### config.mk
export PLATFORM = sky130hd
export DESIGN_NAME = mem_port_arbiter
export DESIGN_NICKNAME = d
export VERILOG_FILES = /design/src/rtl/mem_port_arbiter.sv
export SDC_FILE = /design/constraint.sdc
export NUM_CORES = 1
export LEC_CHECK = 0
export ABC_AREA = 1
export CORE_ASPECT_RATIO = 0.8
export CORE_UTILIZATION = 40
export DETAILED_ROUTE_END_ITERATION = 12
export GPL_TIMING_DRIVEN = 0
export MAX_ROUTING_LAYER = met4
export PLACE_DENSITY = 0.93
export SETUP_SLACK_MARGIN = 0.4
export SYNTH_ARGS = -nofsm -noshare
export SYNTH_HDL_FRONTEND = slang
export SYNTH_SLANG_ARGS = --single-unit
### constraint.sdc
create_clock -name clk -period 2.3 [get_ports clk]
set_clock_uncertainty 0.1 [all_clocks]
set_input_delay 0.46 -clock clk [delete_from_list [all_inputs] [get_ports clk]]
set_output_delay 0.46 -clock clk [all_outputs]
set_load 0.05 [all_outputs]
### src/rtl/mem_port_arbiter.sv
// Shares the single main-memory port between ICache line refills and DCache
// refills/stores, with round-robin arbitration on simultaneous requests.
module mem_port_arbiter #(
  parameter int unsigned WORD       = 32,
  parameter int unsigned LINE_WORDS = 4
) (
  input  logic            clk,
  input  logic            rst,
  input  logic            i_req_valid,
  input  logic [WORD-1:0] i_req_addr,
  output logic            i_req_ready,
  output logic [WORD-1:0] i_rdata,
  output logic            i_rdata_valid,
  input  logic            d_req_valid,
  input  logic            d_req_wr,
  input  logic [WORD-1:0] d_req_addr,
  input  logic [WORD-1:0] d_req_wdata,
  output logic            d_req_ready,
  output logic [WORD-1:0] d_rdata,
  output logic            d_rdata_valid,
  output logic            mem_valid,
  output logic            mem_wr,
  output logic [WORD-1:0] mem_addr,
  output logic [WORD-1:0] mem_wdata,
  input  logic            mem_ready,
  input  logic            mem_rvalid,
  input  logic [WORD-1:0] mem_rdata
);

  localparam int unsigned CNT_W = $clog2(LINE_WORDS);
  localparam logic [WORD-1:0] LINE_MASK = ~WORD'(LINE_WORDS * WORD / 8 - 1);

  typedef enum logic [1:0] {IDLE, REQ, RDATA, DONE} state_e;

  state_e           state_q, state_d;
  logic             gnt_d_q, gnt_d_d;   // 1 = DCache owns the port
  logic             last_d_q, last_d_d; // 1 = DCache won the previous grant
  logic             wr_q, wr_d;
  logic [WORD-1:0]  addr_q, addr_d;
  logic [WORD-1:0]  wdata_q, wdata_d;
  logic [CNT_W-1:0] cnt_q, cnt_d;
  logic             pick_d;

  always_comb begin
    state_d  = state_q;
    gnt_d_d  = gnt_d_q;
    last_d_d = last_d_q;
    wr_d     = wr_q;
    addr_d   = addr_q;
    wdata_d  = wdata_q;
    cnt_d    = cnt_q;
    pick_d   = 1'b0;
    case (state_q)
      IDLE: begin
        if (i_req_valid || d_req_valid) begin
          // On a tie the DCache wins only if the ICache was served last
          pick_d   = d_req_valid && (!i_req_valid || !last_d_q);
          gnt_d_d  = pick_d;
          last_d_d = pick_d;
          wr_d     = pick_d && d_req_wr;
          addr_d   = pick_d ? d_req_addr : i_req_addr;
          wdata_d  = pick_d ? d_req_wdata : '0;
          state_d  = REQ;
        end
      end
      REQ: begin
        if (mem_ready) begin
          state_d = wr_q ? DONE : RDATA;
          cnt_d   = '0;
        end
      end
      RDATA: begin
        if (mem_rvalid) begin
          cnt_d = cnt_q + 1'b1;
          if (cnt_q == CNT_W'(LINE_WORDS - 1)) state_d = DONE;
        end
      end
      DONE:    state_d = IDLE;
      default: state_d = IDLE;
    endcase
  end

  always_ff @(posedge clk) begin
    if (!rst) begin
      state_q  <= IDLE;
      gnt_d_q  <= 1'b0;
      last_d_q <= 1'b0;
      wr_q     <= 1'b0;
      addr_q   <= '0;
      wdata_q  <= '0;
      cnt_q    <= '0;
    end else begin
      state_q  <= state_d;
      gnt_d_q  <= gnt_d_d;
      last_d_q <= last_d_d;
      wr_q     <= wr_d;
      addr_q   <= addr_d;
      wdata_q  <= wdata_d;
      cnt_q    <= cnt_d;
    end
  end

  always_comb begin
    mem_valid     = (state_q == REQ);
    mem_wr        = mem_valid && wr_q;
    mem_addr      = mem_valid ? (wr_q ? addr_q : (addr_q & LINE_MASK)) : '0;
    mem_wdata     = mem_valid ? wdata_q : '0;
    i_req_ready   = (state_q == DONE) && !gnt_d_q;
    d_req_ready   = (state_q == DONE) && gnt_d_q;
    i_rdata_valid = (state_q == RDATA) && mem_rvalid && !gnt_d_q;
    d_rdata_valid = (state_q == RDATA) && mem_rvalid && gnt_d_q;
    i_rdata       = mem_rdata;
    d_rdata       = mem_rdata;
  end

endmodule
==> out/results.md, run 1 <==
* **Net Sw Power** 4.002 mW
* **number of slew-limit violations in the final report** 0
* **register area share after synthesis** 0.3266
* **status** complete, no violations
* **hold buffers post-CTS** 0
* **clock-pin slew on the worst setup and hold paths** 0.06 ns
* **drt first pass iters** 5
* **Synthesized Nets** 792
* **growth of design area from synthesis to finish** 103.0%
* **Setup violations, final** 0
* **via count** 5,202
* **top library cells by usage in the layout, fill and taps aside** 145 x sky130_fd_sc_hd__nand2_1, 141 x sky130_fd_sc_hd__clkdlybuf4s50_1, 78 x sky130_fd_sc_hd__buf_4, 67 x sky130_fd_sc_hd__dfxtp_1, 65 x sky130_fd_sc_hd__buf_8
* **total DRC errors in the routed layout** 0
* **CP Launch Type** register
* **average via count per standard cell** 4.921
* **Max Clock Freq** 0.4674 GHz
* **arrival time worst endpoint** 1.58 ns
* **number of buffers on the longest clock path** 2
* **share of flip-flops with an asynchronous set or reset** 0
* **clock latency at the later pin of the worst-skew pair** 0.33 ns
* **nature of the critical path endpoint** primary output
* **proportion of netlist area held by the largest area contributor** 0.3266
* **worst slack on hold paths** 0.3463 ns
* **worst path buffer plus inverter count** 5
* **most common cell after layout, fill and taps aside** sky130_fd_sc_hd__nand2_1
* **number of antenna violations at the first check in global routing** 0
* **Die Height** 94.63 um
* **count of pins on the block boundary** 269
* **number of buffers created by CTS** 9
* **area of the die** 11,150 sq um
* **GRT Overall Usage** 0.3110
* **final standard cell utilization of the core** 0.8438
* **Initial Utilization** 0.4156
* **Filler Cells Inserted** 539
* **share of the clock period used by the worst path after layout** 0.9303
* **die width** 117.8 um
* **number of nets with antenna violations after detailed routing** 0
* **post-DP HPWL** 10,590 um
* **Core Region** 10,320 sq um
* **number of distinct library cells after synthesis** 20
* **antenna diode count** 0
* **time the worst path needs with I/O delays and setup** 2.140 ns
* **wire length of the first global-routing pass** 26,140 um
* **Synth Cell Area** 4290 sq um
* **placed cell count** 1,024
* **number of flops mapped to enable cells by yosys** 0
* **worst slew pin tran** 0.6349 ns
* **remaining global-route overflow** 0
* **mean cell area of the mapped netlist** 6.601 sq um
* **final standard cell count with taps included and fillers excluded** 1,057
* **biggest area contributors in the synthesized netlist** sky130_fd_sc_hd__dfxtp_1 33%, sky130_fd_sc_hd__nand2_1 18%, sky130_fd_sc_hd__buf_4 12%, sky130_fd_sc_hd__inv_1 9.1%, sky130_fd_sc_hd__a21oi_1 5.7%
* **standby leakage power** 4.240 nW
* **clock tree from TritonCTS** done
* **unrepaired setup endpoints after global routing** yes
* **final-stage net count** 1,055
* **Cell Area, Placed** 7084 sq um
* **number of placement rows** 33
* **CTS HTree Levels** 3
* **number of instances in the synthesized netlist** 650
* **clock share of power** 0.180
* **Final Wtd Congestion** 0.8892
* **count of clock tree sinks** 70
* **switching part of the total power** 0.4505
* **Port-buffer cells** 234
* **critical path peak fanout** 6
* **CP Cell Sequence** inv_4, ha_4, buf_16, clkbuf_16, nand2_4, clkinvlp_4, buf_8
* **PwrDens** 1020 nW/um^2
* **min-delay worst type** input port to register
* **largest net degree at the start of global routing** 13
* **Max Cap Viol** 0
* **violation count after the first detailed-route iteration** 362
* **Top delay family on crit path** buffers and inverters
* **Synth warnings** 0
* **library cell contributing the largest single delay on the critical path** sky130_fd_sc_hd__dfxtp_4
* **cell at the root of the clock tree** sky130_fd_sc_hd__clkbuf_16
* **Worst Path Required** 1.74 ns
* **Comb pwr share** 0.604
* **synthesized flop and latch total** 70
* **VDD IR-drop max** 0.6521 mV
* **cell type with the highest aggregate area in the netlist** sky130_fd_sc_hd__dfxtp_1
* **prevailing post-synth register cell** sky130_fd_sc_hd__dfxtp_1
* **routed wire length** 18,280 um
* **post-layout total power** 8.884 mW
* **share of total power in sequential cells** 0.217
* **via count of the first global-routing pass** 5,128
* **Hold Fails Final Rpt** 0
* **worst relative slew slack** 0.5767
* **WL per Instance** 17.30 um
* **longest individual stage delay on the worst path** 0.36 ns
* **fraction of final layout cells with drive strength greater than 1** 0.3948
* **post-route design area** 8710 sq um
* **kind of critical path** register to primary output
* **internal power contribution** 4.882 mW
==> cell usage after synthesis, types with 2 or more instances <==
| cell | number |
|---|---|
| sky130_fd_sc_hd__inv_2 | 3 |
| sky130_fd_sc_hd__dfxtp_1 | 70 |
| sky130_fd_sc_hd__nor2_1 | 14 |
| sky130_fd_sc_hd__nand3_1 | 35 |
| sky130_fd_sc_hd__ha_1 | 7 |
| sky130_fd_sc_hd__buf_2 | 3 |
| sky130_fd_sc_hd__nand2_1 | 208 |
| sky130_fd_sc_hd__buf_4 | 70 |
| sky130_fd_sc_hd__o21ai_1 | 32 |
| sky130_fd_sc_hd__a21oi_1 | 49 |
| sky130_fd_sc_hd__nor2_4 | 2 |
| sky130_fd_sc_hd__clkbuf_1 | 17 |
| sky130_fd_sc_hd__buf_6 | 11 |
| sky130_fd_sc_hd__a21oi_2 | 20 |
| sky130_fd_sc_hd__inv_1 | 104 |
==> what timing repair did <==
item | in CTS | in global routing
setup buffers | 7 | 4
setup endpoints to repair | 74 | 152
pin swaps | 38 | 20
cloned | 7 | 0
gates resized for setup | 669 | 83
==> stage by stage <==
stage	setup slack [ns]	setup TNS, ns
detailed placement	-0.5831	-26.21
CTS	0.1898	0
finish	0.1603	0
global placement	-0.5648	-25.26
floorplan	0.3166	0
global route	0.1253	0
==> worst min-delay path, delay by kind of cell <==
kind | cells | cell delay [ns]
simple gates | 1 | 0.08
buf+inv | 1 | 0.12
compound gates | 1 | 0.06
==> power by group through the flow <==
stage	Sequential (mW)	Clock (mW)	Combinational [mW]
detailed placement	1.76	0	3.70
CTS	1.86	1.59	4.91
finish	1.92	1.60	5.36
floorplan	1.71	0	2.72
global route	1.95	1.65	5.65
global placement	1.75	0	3.64
==> final timing paths <==
| kind | start | end | slack (ns) | cells past startpoint |
|---|---|---|---|---|
| worst min-delay path | d_req_valid | addr_q[0] | 0.35 | 3 |
| worst max-delay path | state_q[1] | mem_wdata[1] | 0.16 | 7 |
| worst min register to register | cnt_q[1] | cnt_q[1] | 0.40 | 2 |
| worst max register to register | state_q[0] | wdata_q[27] | 0.45 | 9 |
==> per-layer routing <==
layer / vias up / wire [um] / track usage / part of all wire
met4: 0 / 567 / 0.1090 / 0.031
met3: 56 / 1219 / 0.06763 / 0.067
li1: 2435 / - / - / -
met2: 257 / 9498 / 0.5569 / 0.52
met1: 2454 / 6997 / 0.3442 / 0.38
met5: - / 0 / - / 0
==> area by class of cell <==
cell class / instances / area, sq um / area share
repair buffers: 252 / 2959 / 0.3398
clock buffers: 9 / 225.2 / 0.02586
inverters: 108 / 644.4 / 0.07398
well taps: 140 / 175.2 / 0.02011
flip-flops and latches: 70 / 1410 / 0.1619
multi-input cells: 371 / 2310 / 0.2652
clock inverters: 6 / 111.4 / 0.01279
plain buffers: 101 / 874.6 / 0.1004
==> cell families (layout without fill, tap and decap cells) <==
logic type | Yosys count | after routing | synth area share
AOI/OAI and AO/OA | 102 | 102 | 0.1365
and+or+nand+nor | 262 | 262 | 0.2523
DFF | 70 | 70 | 0.3266
adders and majority gates | 7 | 7 | 0.02041
buffers and inverters | 209 | 476 | 0.2642
==> state kept, by name (all words and copies together), names as in the netlist <==
| register | flops |
|---|---|
| addr_q | 32 |
| state_q | 2 |
| cnt_q | 2 |
| last_d_q | 1 |
| wr_q | 1 |
| wdata_q | 32 |
Power figures use the tool's default switching activity.
==> inputs of run 2 (changes only) <==
- CORE_ASPECT_RATIO: 0.8 -> 0.75
- REMOVE_ABC_BUFFERS: not set -> 1
==> run 2 against run 1 <==
Against the previous run:
- total power fell by 12%
- die area barely moved
- flip-flop and latch count did not move
- maximum frequency rose by 1.6%
- first-iteration DRC count fell by 19%
- cell area fell by 22%
- cell count fell by 14%
- setup slack improved by 0.033 ns
- largest power group unchanged
==> out/results.md, run 2 (synthesis gave the netlist of run 1 again) <==
* **status** complete, no violations
* **total DRC errors in the routed layout** 0
* **share of the clock period used by the worst path after layout** 0.9160
* **longest individual stage delay on the worst path** 0.35 ns
* **final-stage net count** 912
* **largest registers** addr_q (32), wdata_q (32)
* **standby leakage power** 3.544 nW
* **Core Region** 10,370 sq um
* **violation count after the first detailed-route iteration** 293
* **arrival time worst endpoint** 1.55 ns
* **clock tree from TritonCTS** done
* **Die Height** 91.69 um
* **most common cell after layout, fill and taps aside** sky130_fd_sc_hd__nand2_1
* **met3 wire length** 2939 um
* **Worst Path Required** 1.74 ns
* **sequential standard cell area** 1406 sq um
* **Highest Signal Layer** met4
* **unrepaired setup endpoints after global routing** yes
* **via count** 4,520
* **CTS HTree Levels** 3
* **average via count per standard cell** 4.956
* **Final Wtd Congestion** 0.8864
* **Initial Utilization** 0.4137
* **critical path peak fanout** 6
* **Max Cap Viol** 0
* **CP Cell Sequence** inv_4, ha_4, buf_12, clkbuf_16, nand2_1, inv_1, buf_6
* **VDD IR-drop max** 0.5824 mV
* **clock-pin slew on the worst setup and hold paths** 0.06 ns
* **clock latency at the later pin of the worst-skew pair** 0.32 ns
* **Filler Cells Inserted** 865
* **met2 WL** 7828 um
* **post-DP HPWL** 10,940 um
* **Port-buffer cells** 172
* **worst slack on hold paths** 0.3675 ns
* **post-layout total power** 7.810 mW
* **Top delay family on crit path** buffers and inverters
* **drt first pass iters** 5
* **wire length the detailed router placed on met1** 6601 um
* **PwrDens** 1152 nW/um^2
* **area of the die** 11,150 sq um
* **number of antenna violations at the first check in global routing** 1
* **area of combinational cells with multiple inputs** 2062 sq um
* **largest net degree at the start of global routing** 38
* **hold buffers post-CTS** 0
* **top library cells by usage in the layout, fill and taps aside** 174 x sky130_fd_sc_hd__nand2_1, 99 x sky130_fd_sc_hd__clkdlybuf4s50_1, 68 x sky130_fd_sc_hd__inv_1, 68 x sky130_fd_sc_hd__dfxtp_1, 49 x sky130_fd_sc_hd__a21oi_1
* **number of buffers created by CTS** 9
* **die width** 121.6 um
* **min-delay worst type** register to register
* **growth of design area from synthesis to finish** 57.95%
* **WL per Instance** 19.37 um
* **count of pins on the block boundary** 269
* **number of buffers on the longest clock path** 2
* **remaining global-route overflow** 0
* **nature of the critical path endpoint** primary output
* **worst path buffer plus inverter count** 5
* **cell at the root of the clock tree** sky130_fd_sc_hd__clkbuf_16
* **Max Clock Freq** 0.4746 GHz
* **worst slew pin tran** 0.8459 ns
* **Hold Fails Final Rpt** 0
* **CP Launch Type** register
* **number of nets with antenna violations after detailed routing** 0
* **count of clock tree sinks** 70
* **kind of critical path** register to primary output
* **number of slew-limit violations in the final report** 0
* **GRT Overall Usage** 0.3121
* **number of placement rows** 32
* **via count of the first global-routing pass** 4,150
* **routed wire length** 17,670 um
* **library cell contributing the largest single delay on the critical path** sky130_fd_sc_hd__dfxtp_4
* **Setup violations, final** 0
* **worst relative slew slack** 0.4361
* **wire length of the first global-routing pass** 24,560 um
* **time the worst path needs with I/O delays and setup** 2.107 ns
* **fraction of final layout cells with drive strength greater than 1** 0.3006
## run 2: changes by cell type in the layout (fill, tap and decap cells not counted), moves of 7 or more
cell                              before  now
sky130_fd_sc_hd__clkbuf_16            19   12
sky130_fd_sc_hd__nand2_1             145  174
sky130_fd_sc_hd__buf_8                65   34
sky130_fd_sc_hd__buf_4                78   20
sky130_fd_sc_hd__clkdlybuf4s50_1     141   99
sky130_fd_sc_hd__nand2_4              59   26
sky130_fd_sc_hd__nand2_2               3   10
sky130_fd_sc_hd__inv_2                 4   36
sky130_fd_sc_hd__clkbuf_1             11    0
sky130_fd_sc_hd__dlymetal6s2s_1       18    1
sky130_fd_sc_hd__inv_1                39   68
sky130_fd_sc_hd__buf_12                2   10
sky130_fd_sc_hd__buf_6                19   30
sky130_fd_sc_hd__clkinvlp_4           62    3
## run 2: area by class of cell
| type | count | area share |
|---|---|---|
| Antenna cell | 1 | 0.0003693 |
| Multi-Input combinational cell | 377 | 0.3043 |
| Clock buffer | 9 | 0.03323 |
| Sequential cell | 70 | 0.2075 |
| Tap cell | 136 | 0.02511 |
| Timing Repair Buffer | 204 | 0.3528 |
| Inverter | 108 | 0.06222 |
| Clock inverter | 7 | 0.01440 |
## run 2: through the flow
step,setup slack [ns],instance area [sq um],util,std cells,TNS [ns]
3_5_place_dp,-1.502,5472,0.5276,858,-95.89
4_1_cts,0.2248,6210,0.5988,898,0
6_report,0.1932,6777,0.6535,912,0
5_1_grt,0.1207,6777,0.6535,912,0
2_1_floorplan,-1.235,3562,-,549,-49.54
3_3_place_gp,-2.321,5454,0.5259,857,-237.05
## run 2: routing by layer
metal | track usage | vias up
li1 | - | 2147
met1 | 0.3369 | 2065
met2 | 0.4493 | 282
met3 | 0.2282 | 26
met4 | 0.08642 | 0
met5 | - | -
## run 2: power breakdown
part	internal [mW]	switching, mW
Sequential	1.55	0.257
Clock	0.953	0.543
Combinational	1.92	2.59
Total	4.42	3.39
## run 2: worst register-to-register path: cells and delay by family, from the launching register on
family                     cells  cell delay, ns
adders and majority gates      1            0.26
and+or+nand+nor                1            0.16
AOI/OAI and AO/OA              2            0.28
buffers and inverters          4            0.67
DFF                            1            0.35
## run 2: timing repair
action                     4_1_cts  5_1_grt
pin swaps                        5       28
gates resized for setup        494      145
cloned                           8        4
setup endpoints to repair      140      136
buffers inserted                16        9
## run 2: path summary, 6_finish.rpt
kind	startpoint	to	slack (ns)	cells after the start
max	state_q[1]	mem_wdata[8]	0.19	7
min reg2reg	wdata_q[13]	wdata_q[13]	0.37	2
min	wdata_q[13]	wdata_q[13]	0.37	2
max reg2reg	state_q[0]	addr_q[4]	0.41	8
